<file path="src/rtl/qam16_pkg.sv">
// Shared 16-QAM definitions: sample width, default amplitudes, payload types and the Gray map.
package qam16_pkg;

    localparam int unsigned SAMPLE_W   = 18;
    localparam int unsigned SYM_W      = 4;
    localparam int unsigned UF_CNT_W   = 16;

    localparam logic signed [SAMPLE_W-1:0] LEVEL_1_DEF = 18'sd32768;
    localparam logic signed [SAMPLE_W-1:0] LEVEL_3_DEF = 18'sd98304;

    typedef struct packed {
        logic [1:0] i_bits;
        logic [1:0] q_bits;
    } sym_t;

    typedef struct packed {
        logic signed [SAMPLE_W-1:0] i;
        logic signed [SAMPLE_W-1:0] q;
    } iq_t;

    typedef enum logic [1:0] {
        SLOT_NONE  = 2'd0,
        SLOT_SYM   = 2'd1,
        SLOT_UNDER = 2'd2
    } slot_e;

    // Bit 1 selects the sign, bit 0 selects the inner level (Gray order -3,-1,+1,+3).
    function automatic logic signed [SAMPLE_W-1:0] gray_map(
        input logic [1:0]                 bits,
        input logic signed [SAMPLE_W-1:0] lvl1,
        input logic signed [SAMPLE_W-1:0] lvl3
    );
        logic signed [SAMPLE_W-1:0] mag;
        mag = bits[0] ? lvl1 : lvl3;
        return bits[1] ? mag : -mag;
    endfunction

endpackage

</file>
<file path="src/rtl/sym_fifo2.sv">
// Two-entry symbol FIFO with a registered ready flag that never looks ahead to a same-cycle pop.
module sym_fifo2
    import qam16_pkg::*;
(
    input  logic clk,
    input  logic reset,
    input  logic i_push,
    input  logic i_pop,
    input  sym_t i_data,
    output sym_t o_data_c,
    output logic o_empty_c,
    output logic o_full_c,
    output logic o_ready
);

    sym_t       r_mem [2];
    logic       r_wr_ptr;
    logic       r_rd_ptr;
    logic [1:0] r_count;
    logic       r_ready;

    logic       w_do_push;
    logic       w_do_pop;
    logic [1:0] w_count_nxt;

    assign o_empty_c = (r_count == 2'd0);
    assign o_full_c  = (r_count == 2'd2);
    assign o_data_c  = r_mem[r_rd_ptr];
    assign o_ready   = r_ready;

    assign w_do_push = i_push && !o_full_c;
    assign w_do_pop  = i_pop && !o_empty_c;

    always_comb begin
        w_count_nxt = r_count;
        case ({w_do_push, w_do_pop})
            2'b10:   w_count_nxt = r_count + 2'd1;
            2'b01:   w_count_nxt = r_count - 2'd1;
            default: w_count_nxt = r_count;
        endcase
    end

    // Ready is low throughout reset and rises on the first edge after release.
    always_ff @(posedge clk or posedge reset) begin
        if (reset) begin
            r_mem[0] <= '0;
            r_mem[1] <= '0;
            r_wr_ptr <= 1'b0;
            r_rd_ptr <= 1'b0;
            r_count  <= 2'd0;
            r_ready  <= 1'b0;
        end else begin
            if (w_do_push) begin
                r_mem[r_wr_ptr] <= i_data;
                r_wr_ptr        <= ~r_wr_ptr;
            end
            if (w_do_pop) begin
                r_rd_ptr <= ~r_rd_ptr;
            end
            r_count <= w_count_nxt;
            r_ready <= (w_count_nxt != 2'd2);
        end
    end

endmodule

</file>
<file path="src/rtl/qam16_map_upsample.sv">
// 16-QAM Gray mapper with zero-stuffing to SPS samples per symbol; feeds the I/Q pulse-shaping FIRs.
module qam16_map_upsample
    import qam16_pkg::*;
#(
    parameter int unsigned                SPS     = 4,
    parameter logic signed [SAMPLE_W-1:0] LEVEL_1 = LEVEL_1_DEF,
    parameter logic signed [SAMPLE_W-1:0] LEVEL_3 = LEVEL_3_DEF
) (
    input  logic                       clk,
    input  logic                       reset,
    input  logic                       en,
    input  logic [SYM_W-1:0]           sym_in,
    input  logic                       sym_valid,
    output logic                       sym_ready,
    output logic signed [SAMPLE_W-1:0] out_i,
    output logic signed [SAMPLE_W-1:0] out_q,
    output logic                       sym_strobe,
    output logic                       underflow,
    output logic [UF_CNT_W-1:0]        underflow_cnt
);

    localparam int unsigned   PH_W    = $clog2(SPS);
    localparam logic [PH_W-1:0] PH_LAST = PH_W'(SPS - 1);

    logic [PH_W-1:0]     r_phase;
    iq_t                 r_out;
    logic                r_strobe;
    logic                r_underflow;
    logic [UF_CNT_W-1:0] r_underflow_cnt;

    logic                w_fifo_ready;
    logic                w_fifo_empty;
    logic                w_fifo_full;
    sym_t                w_head;
    logic                w_push;
    logic                w_pop;
    slot_e               w_slot;

    logic [PH_W-1:0]     w_phase_nxt;
    iq_t                 w_out_nxt;
    logic                w_strobe_nxt;
    logic                w_underflow_nxt;
    logic [UF_CNT_W-1:0] w_underflow_cnt_nxt;

    assign w_push = sym_valid && w_fifo_ready;
    assign w_pop  = (w_slot == SLOT_SYM);

    sym_fifo2 u_fifo (
        .clk       (clk),
        .reset     (reset),
        .i_push    (w_push),
        .i_pop     (w_pop),
        .i_data    (sym_t'(sym_in)),
        .o_data_c  (w_head),
        .o_empty_c (w_fifo_empty),
        .o_full_c  (w_fifo_full),
        .o_ready   (w_fifo_ready)
    );

    // A symbol slot opens on an enabled phase-0 cycle; an empty FIFO there is an underflow.
    always_comb begin
        w_slot = SLOT_NONE;
        if (en && (r_phase == '0)) begin
            w_slot = w_fifo_empty ? SLOT_UNDER : SLOT_SYM;
        end
    end

    always_comb begin
        w_phase_nxt         = r_phase;
        w_out_nxt           = '0;
        w_strobe_nxt        = 1'b0;
        w_underflow_nxt     = 1'b0;
        w_underflow_cnt_nxt = r_underflow_cnt;

        if (en) begin
            w_phase_nxt = (r_phase == PH_LAST) ? '0 : r_phase + PH_W'(1);
        end

        case (w_slot)
            SLOT_SYM: begin
                w_out_nxt.i  = gray_map(w_head.i_bits, LEVEL_1, LEVEL_3);
                w_out_nxt.q  = gray_map(w_head.q_bits, LEVEL_1, LEVEL_3);
                w_strobe_nxt = 1'b1;
            end
            SLOT_UNDER: begin
                w_underflow_nxt = 1'b1;
                if (r_underflow_cnt != '1) begin
                    w_underflow_cnt_nxt = r_underflow_cnt + UF_CNT_W'(1);
                end
            end
            default: begin
                w_underflow_nxt = 1'b0;
            end
        endcase
    end

    always_ff @(posedge clk or posedge reset) begin
        if (reset) begin
            r_phase         <= '0;
            r_out           <= '0;
            r_strobe        <= 1'b0;
            r_underflow     <= 1'b0;
            r_underflow_cnt <= '0;
        end else begin
            r_phase         <= w_phase_nxt;
            r_out           <= w_out_nxt;
            r_strobe        <= w_strobe_nxt;
            r_underflow     <= w_underflow_nxt;
            r_underflow_cnt <= w_underflow_cnt_nxt;
        end
    end

    assign sym_ready     = w_fifo_ready;
    assign out_i         = r_out.i;
    assign out_q         = r_out.q;
    assign sym_strobe    = r_strobe;
    assign underflow     = r_underflow;
    assign underflow_cnt = r_underflow_cnt;

endmodule

</file>
<file path="config.mk">
export PLATFORM = sky130hd
export DESIGN_NAME = qam16_map_upsample
export DESIGN_NICKNAME = d
export VERILOG_FILES = /design/src/rtl/qam16_pkg.sv /design/src/rtl/sym_fifo2.sv /design/src/rtl/qam16_map_upsample.sv
export SDC_FILE = /design/constraint.sdc
export NUM_CORES = 1
export LEC_CHECK = 0
export BUFFER_PORTS_ARGS = -buffer_cell sky130_fd_sc_hd__clkbuf_2
export CAP_MARGIN = 20
export CORE_MARGIN = 2
export CORE_UTILIZATION = 46
export CTS_CLUSTER_DIAMETER = 150
export DETAILED_ROUTE_END_ITERATION = 8
export PLACE_DENSITY_LB_ADDON = 0.2
export SYNTH_ARGS = -nofsm -noshare
export SYNTH_HDL_FRONTEND = slang
export SYNTH_HIERARCHICAL = 1
export SYNTH_SLANG_ARGS = --single-unit
</file>
<file path="constraint.sdc">
create_clock -name clk -period 1.6 [get_ports clk]
set_input_delay 0.08 -clock clk [delete_from_list [all_inputs] [get_ports clk]]
set_output_delay 0.08 -clock clk [all_outputs]
set_load 0.03 [all_outputs]
</file>
Word-level counts from Yosys, hierarchy flattened:

Index checks and enable logic that the tools add are counted.

* output and inout port bits: 55
* input bits: 8
* word-level logic and storage cells: 62
* flip-flop bits (word level): 69

* bitwise gates (word level): 4
* reduce and logical (&&, ||, !) cells: 10
* eq/ne operators: 8
* mux-type cells: 17
* $add $sub $neg: 6
* $lt $le $gt $ge: 3

Operators by type and width (count)
* 18-bit two-way mux: 2
* 36-bit two-way mux: 1
* 17-bit negator with 18-bit output: 2
* 17-bit two-way mux: 2
* 16-bit by 1-bit adder with 16-bit output, second input constant: 1
* 4-bit two-way mux: 4
* 16-bit inequality test, second input constant: 1
* 8-bit bitwise mux: 1
* 2-bit equality test, second input constant: 4
* 2-bit two-way mux: 3
* 1-bit logical AND: 5
* 2-bit by 1-bit adder with 2-bit output, second input constant: 2
* 4-bit demux with 1-bit select: 1
* 2-bit by 1-bit equality test with 1-bit output, second input constant: 2
* 2-bit greater-or-equal comparator, second input constant: 2
* 2-bit logical NOT: 2
* 1-bit inverter with 2-bit output: 2
* 2-bit case mux with 2 select lines: 1
* 1-bit logical NOT: 2
* 2-bit by 1-bit less-than comparator with 1-bit output, second input constant: 1
* 1-bit two-way mux: 2
* 2-bit inequality test, second input constant: 1
* 1-bit inverter: 2
* 2-bit AND reduction: 1
* 2-bit by 1-bit subtractor with 2-bit output, second input constant: 1

Depth between registers and ports, before layout:

* depth after elaboration: 8
* mapped depth: 9

Modules after synthesis:

Netlist, hierarchy kept.

Modules (own cells, without submodules)
* qam16_map_upsample: area an instance 1441.4 µm², instances 1, seq. area each 600.6 µm², cells each 133
* sym_fifo2: area an instance 640.6 µm², instances 1, seq. area each 325.3 µm², cells each 47

Worst setup path before layout:

OpenSTA, ideal clock, no wires.

* path kind: register -> register
* start: register r_underflow_cnt[0] (netlist: underflow_cnt[0])
* end: register r_underflow_cnt[5] (netlist: underflow_cnt[5])
* cell stages (with the launch flop): 6
* data required time: 1.461 ns
* path slack: -0.178 ns
* data arrival time: 1.639 ns
* path through: dfrtp_1 > ha_1 > nand2_1 > nor4_4 > nor3b_1 > xor2_1

* longest elaborated chain between the ends: 2

Ends and longest elaborated chain
* from (decl): RTL line qam16_map_upsample.sv:29 `logic [UF_CNT_W-1:0] r_underflow_cnt;`
* from (signal assigned): RTL line qam16_map_upsample.sv:109 `r_underflow_cnt <= w_underflow_cnt_nxt;`
* branches (longest 2 deep; another with 16-bit by 1-bit adder with 16-bit output)

Several ways; the timed one is not identified.
A chain may end at the register's enable or synchronous reset.

Final worst setup path:

* start: register u_fifo.r_count[0]
* end: register r_out (netlist bit out_i[15])

* longest elaborated chain between the ends: 5

Ends and longest elaborated chain
* from (decl): RTL line sym_fifo2.sv:19 `logic [1:0] r_count;`
* from (signal assigned): RTL line sym_fifo2.sv:60 `r_count <= w_count_nxt;`
* 2-bit logical NOT: RTL line sym_fifo2.sv:26 `assign o_empty_c = (r_count == 2'd0);`
* named net w_fifo_empty: RTL line qam16_map_upsample.sv:32 `logic w_fifo_empty;`
* 2-bit two-way mux: RTL line qam16_map_upsample.sv:64 `w_slot = w_fifo_empty ? SLOT_UNDER : SLOT_SYM;`
* 2-bit two-way mux: RTL line qam16_map_upsample.sv:63 `if (en && (r_phase == '0)) begin`
* 2-bit by 1-bit equality test with 1-bit output: RTL line qam16_map_upsample.sv:79 `case (w_slot)`
* 36-bit two-way mux: RTL line qam16_map_upsample.sv:79
* to (signal assigned): RTL line qam16_map_upsample.sv:106 `r_out <= w_out_nxt;`
* to (decl): RTL line qam16_map_upsample.sv:26 `iq_t r_out;`

The timed path passes the listed nets, and every way through them passes these cells.

==> flow_metrics.tcl <==
set metrics [dict create \
    worstSetupPathType "reg -> reg" \
    maxSlewViolCount 0 \
    syn_to_final_growth_pct 28.6 \
    grt_util_met1_pct 18.9 \
    drc 0 \
    cts_tree "yes" \
    clkSinkCount 37 \
    antenna_cells 0 \
    fin_crit_sh_pct 102 \
    hold_path_end "u_fifo/r_mem[2]$_DFFE_PP0P_" \
    drive_gt1_share_pct 54.5 \
    gp_congestion 0.739 \
    grtUsageMet3_pct 4.36 \
    cp.required_ps 1780 \
    final_net_count 257 \
    p_clk_share_pct 17.5 \
    die_area_um2 5070 \
    grt_start_max_net_pins 25 \
    hold_depth 2 \
    timing.hold.ws_ps 35.4 \
    num_rows 24 \
    syn_avg_cell_area_um2 11.6 \
    hold_path_class "in -> reg" \
    fmax_mhz 612 \
    min_from "sym_in[2]" \
    grt_pass1_vias 1410 \
    grt_pass1_wl_mm 6.72 \
    rrSetupSlack_ps -30 \
    finalSetupViolations 4 \
    syn_area_um2 2080 \
    sequentialPowerShare_pct 35.9 \
    start_util_pct 47.7 \
    rsz0062_at_grt "true" \
    cts.path.max_buffers 2 \
    vdd_drop_max_mv 0.812 \
    vias 1426 \
    detail-route-antenna-nets 0 \
    crit_start "u_fifo/r_count[0]$_DFF_PP0_" \
    combinationalPowerShare_pct 46.5 \
    startpoint_type "flop" \
    endpoint_kind "flop" \
    numCtsBuffers 5 \
    die_y_um 71.2 \
    grt_use_total_pct 17.1 \
    outcome "complete, but fails checks" \
    yosys_warnings 6 \
    grtUsageMet2_pct 31.2 \
    wl_mm 4.14 \
    period_minus_slack_ps 1630 \
    power.internal_mw 2.56 \
    ios 63 \
    power_mw 4.07 \
    cap_violations 0 \
    switching_share_pct 37.0 \
    final_hold_viol_count 0 \
    p_leak_nw 1.32 \
    r2r-end "out_i[15]$_DFF_PP0_" \
    antenna_found_initial 0 \
    layout_common_cells "32 x clkbuf_2, 32 x buf_4, 30 x conb_1" \
    cts_root_buf "clkbuf_8" \
    clkLatencyLatePin_ps 290 \
    fin_ws_ps -34.0 \
    place_hpwl_mm 2.93 \
    rr_startpoint "u_fifo/r_count[0]$_DFF_PP0_" \
    violations "negative setup slack" \
    grt-ovfl-total 0 \
    htree_levels 2 \
    critPathArrivalTime_ps 1820 \
    reg2reg_depth 9 \
    dr.pass1.iters 4 \
    core-area_um2 4350 \
    power_per_cell_area_nw_per_um2 1520 \
    crit_fanout 3 \
    clock_skew_ps 4.66 \
    clkTransAtPathRegs_ps 70 \
    viasPerCell 4.79 \
    fill_cells 339 \
    wl_per_cell_um 13.9 \
    switchingPower_mw 1.51 \
    synth_cells 179 \
    grt.busiest_layer "met2" \
    dieWidth_um 71.2 \
    place_worst_setup_slack_ps -90.6 \
    io_buffers 32 \
    drtIter0Drc 48 \
]
==> registers in the layout, indices dropped and copies added, names as in the netlist <==
| name | flops |
|---|---|
| u_fifo/r_mem | 8 |
| out_q | 2 |
| underflow | 1 |
| u_fifo/r_wr_ptr | 1 |
| r_phase | 2 |
| u_fifo/r_count | 2 |
| underflow_cnt | 16 |
| u_fifo/r_rd_ptr | 1 |
| u_fifo/o_ready | 1 |
| out_i | 3 |
==> layer usage <==
| layer | wire, um | vias up |
|---|---|---|
| met5 | 0 | - |
| met4 | 114 | 0 |
| met3 | 199 | 11 |
| met2 | 2230 | 44 |
| met1 | 1600 | 696 |
| li1 | - | 675 |
==> worst max-delay path by stage <==
| stage | to | cells past startpoint |
|---|---|---|
| after floorplan | underflow_cnt[8]$_DFFE_PP0P_ | 7 |
| after global placement | underflow_cnt[8]$_DFFE_PP0P_ | 6 |
| after detailed placement | underflow_cnt[8]$_DFFE_PP0P_ | 6 |
| after CTS | u_fifo/o_ready$_DFF_PP0_ | 8 |
| after global routing | u_fifo/o_ready$_DFF_PP0_ | 9 |
| final | out_i[15]$_DFF_PP0_ | 9 |
==> worst max-delay path, stage by stage, from the launching register on <==
cell,delay (ps)
dfrtp_1,410
nor2_4,170
nand3b_1,160
inv_1,70
buf_4,130
buf_4,120
buf_4,120
buf_4,120
buf_4,120
buf_4,120
==> final cells by class <==
| cell class | count | area [um2] | area share [%] |
|---|---|---|---|
| inverter | 7 | 26.3 | 0.983 |
| timing repair buffer | 65 | 410 | 15.4 |
| clock buffer | 7 | 96.3 | 3.60 |
| multi-input combinational | 129 | 1120 | 42.0 |
| clock inverter | 1 | 5.00 | 0.187 |
| tap | 52 | 65.1 | 2.43 |
| sequential | 37 | 946 | 35.4 |
==> power groups by stage <==
stage / Combinational [mW] / Sequential [mW] / Clock [mW]
floorplan: 1.11 / 1.62 / 0
global placement: 1.54 / 1.43 / 0
detailed placement: 1.60 / 1.45 / 0
CTS: 1.76 / 1.43 / 0.737
global route: 2.04 / 1.50 / 0.776
finish: 1.89 / 1.46 / 0.714
==> timing repair <==
item / in CTS / in global routing
setup buffers: 9 / 5
hold endpoints to repair: 37 / 0
pin swaps: 1 / 8
gates cloned: 0 / 0
resized for setup: 7 / 17
hold buffers: 1 / 0
setup endpoints to repair: 13 / 14
==> metrics by stage <==
| stage | util (%) | TNS, ps | area (um2) | cells |
|---|---|---|---|---|
| floorplan | - | -39.4 | 2240 | 208 |
| global placement | 53.5 | -63.0 | 2330 | 275 |
| detailed placement | 53.5 | -729 | 2330 | 275 |
| CTS | 58.3 | 0 | 2540 | 293 |
| global route | 61.4 | -548 | 2670 | 298 |
| finish | 61.4 | -67.0 | 2670 | 298 |
(Power assumes the default switching activity.)
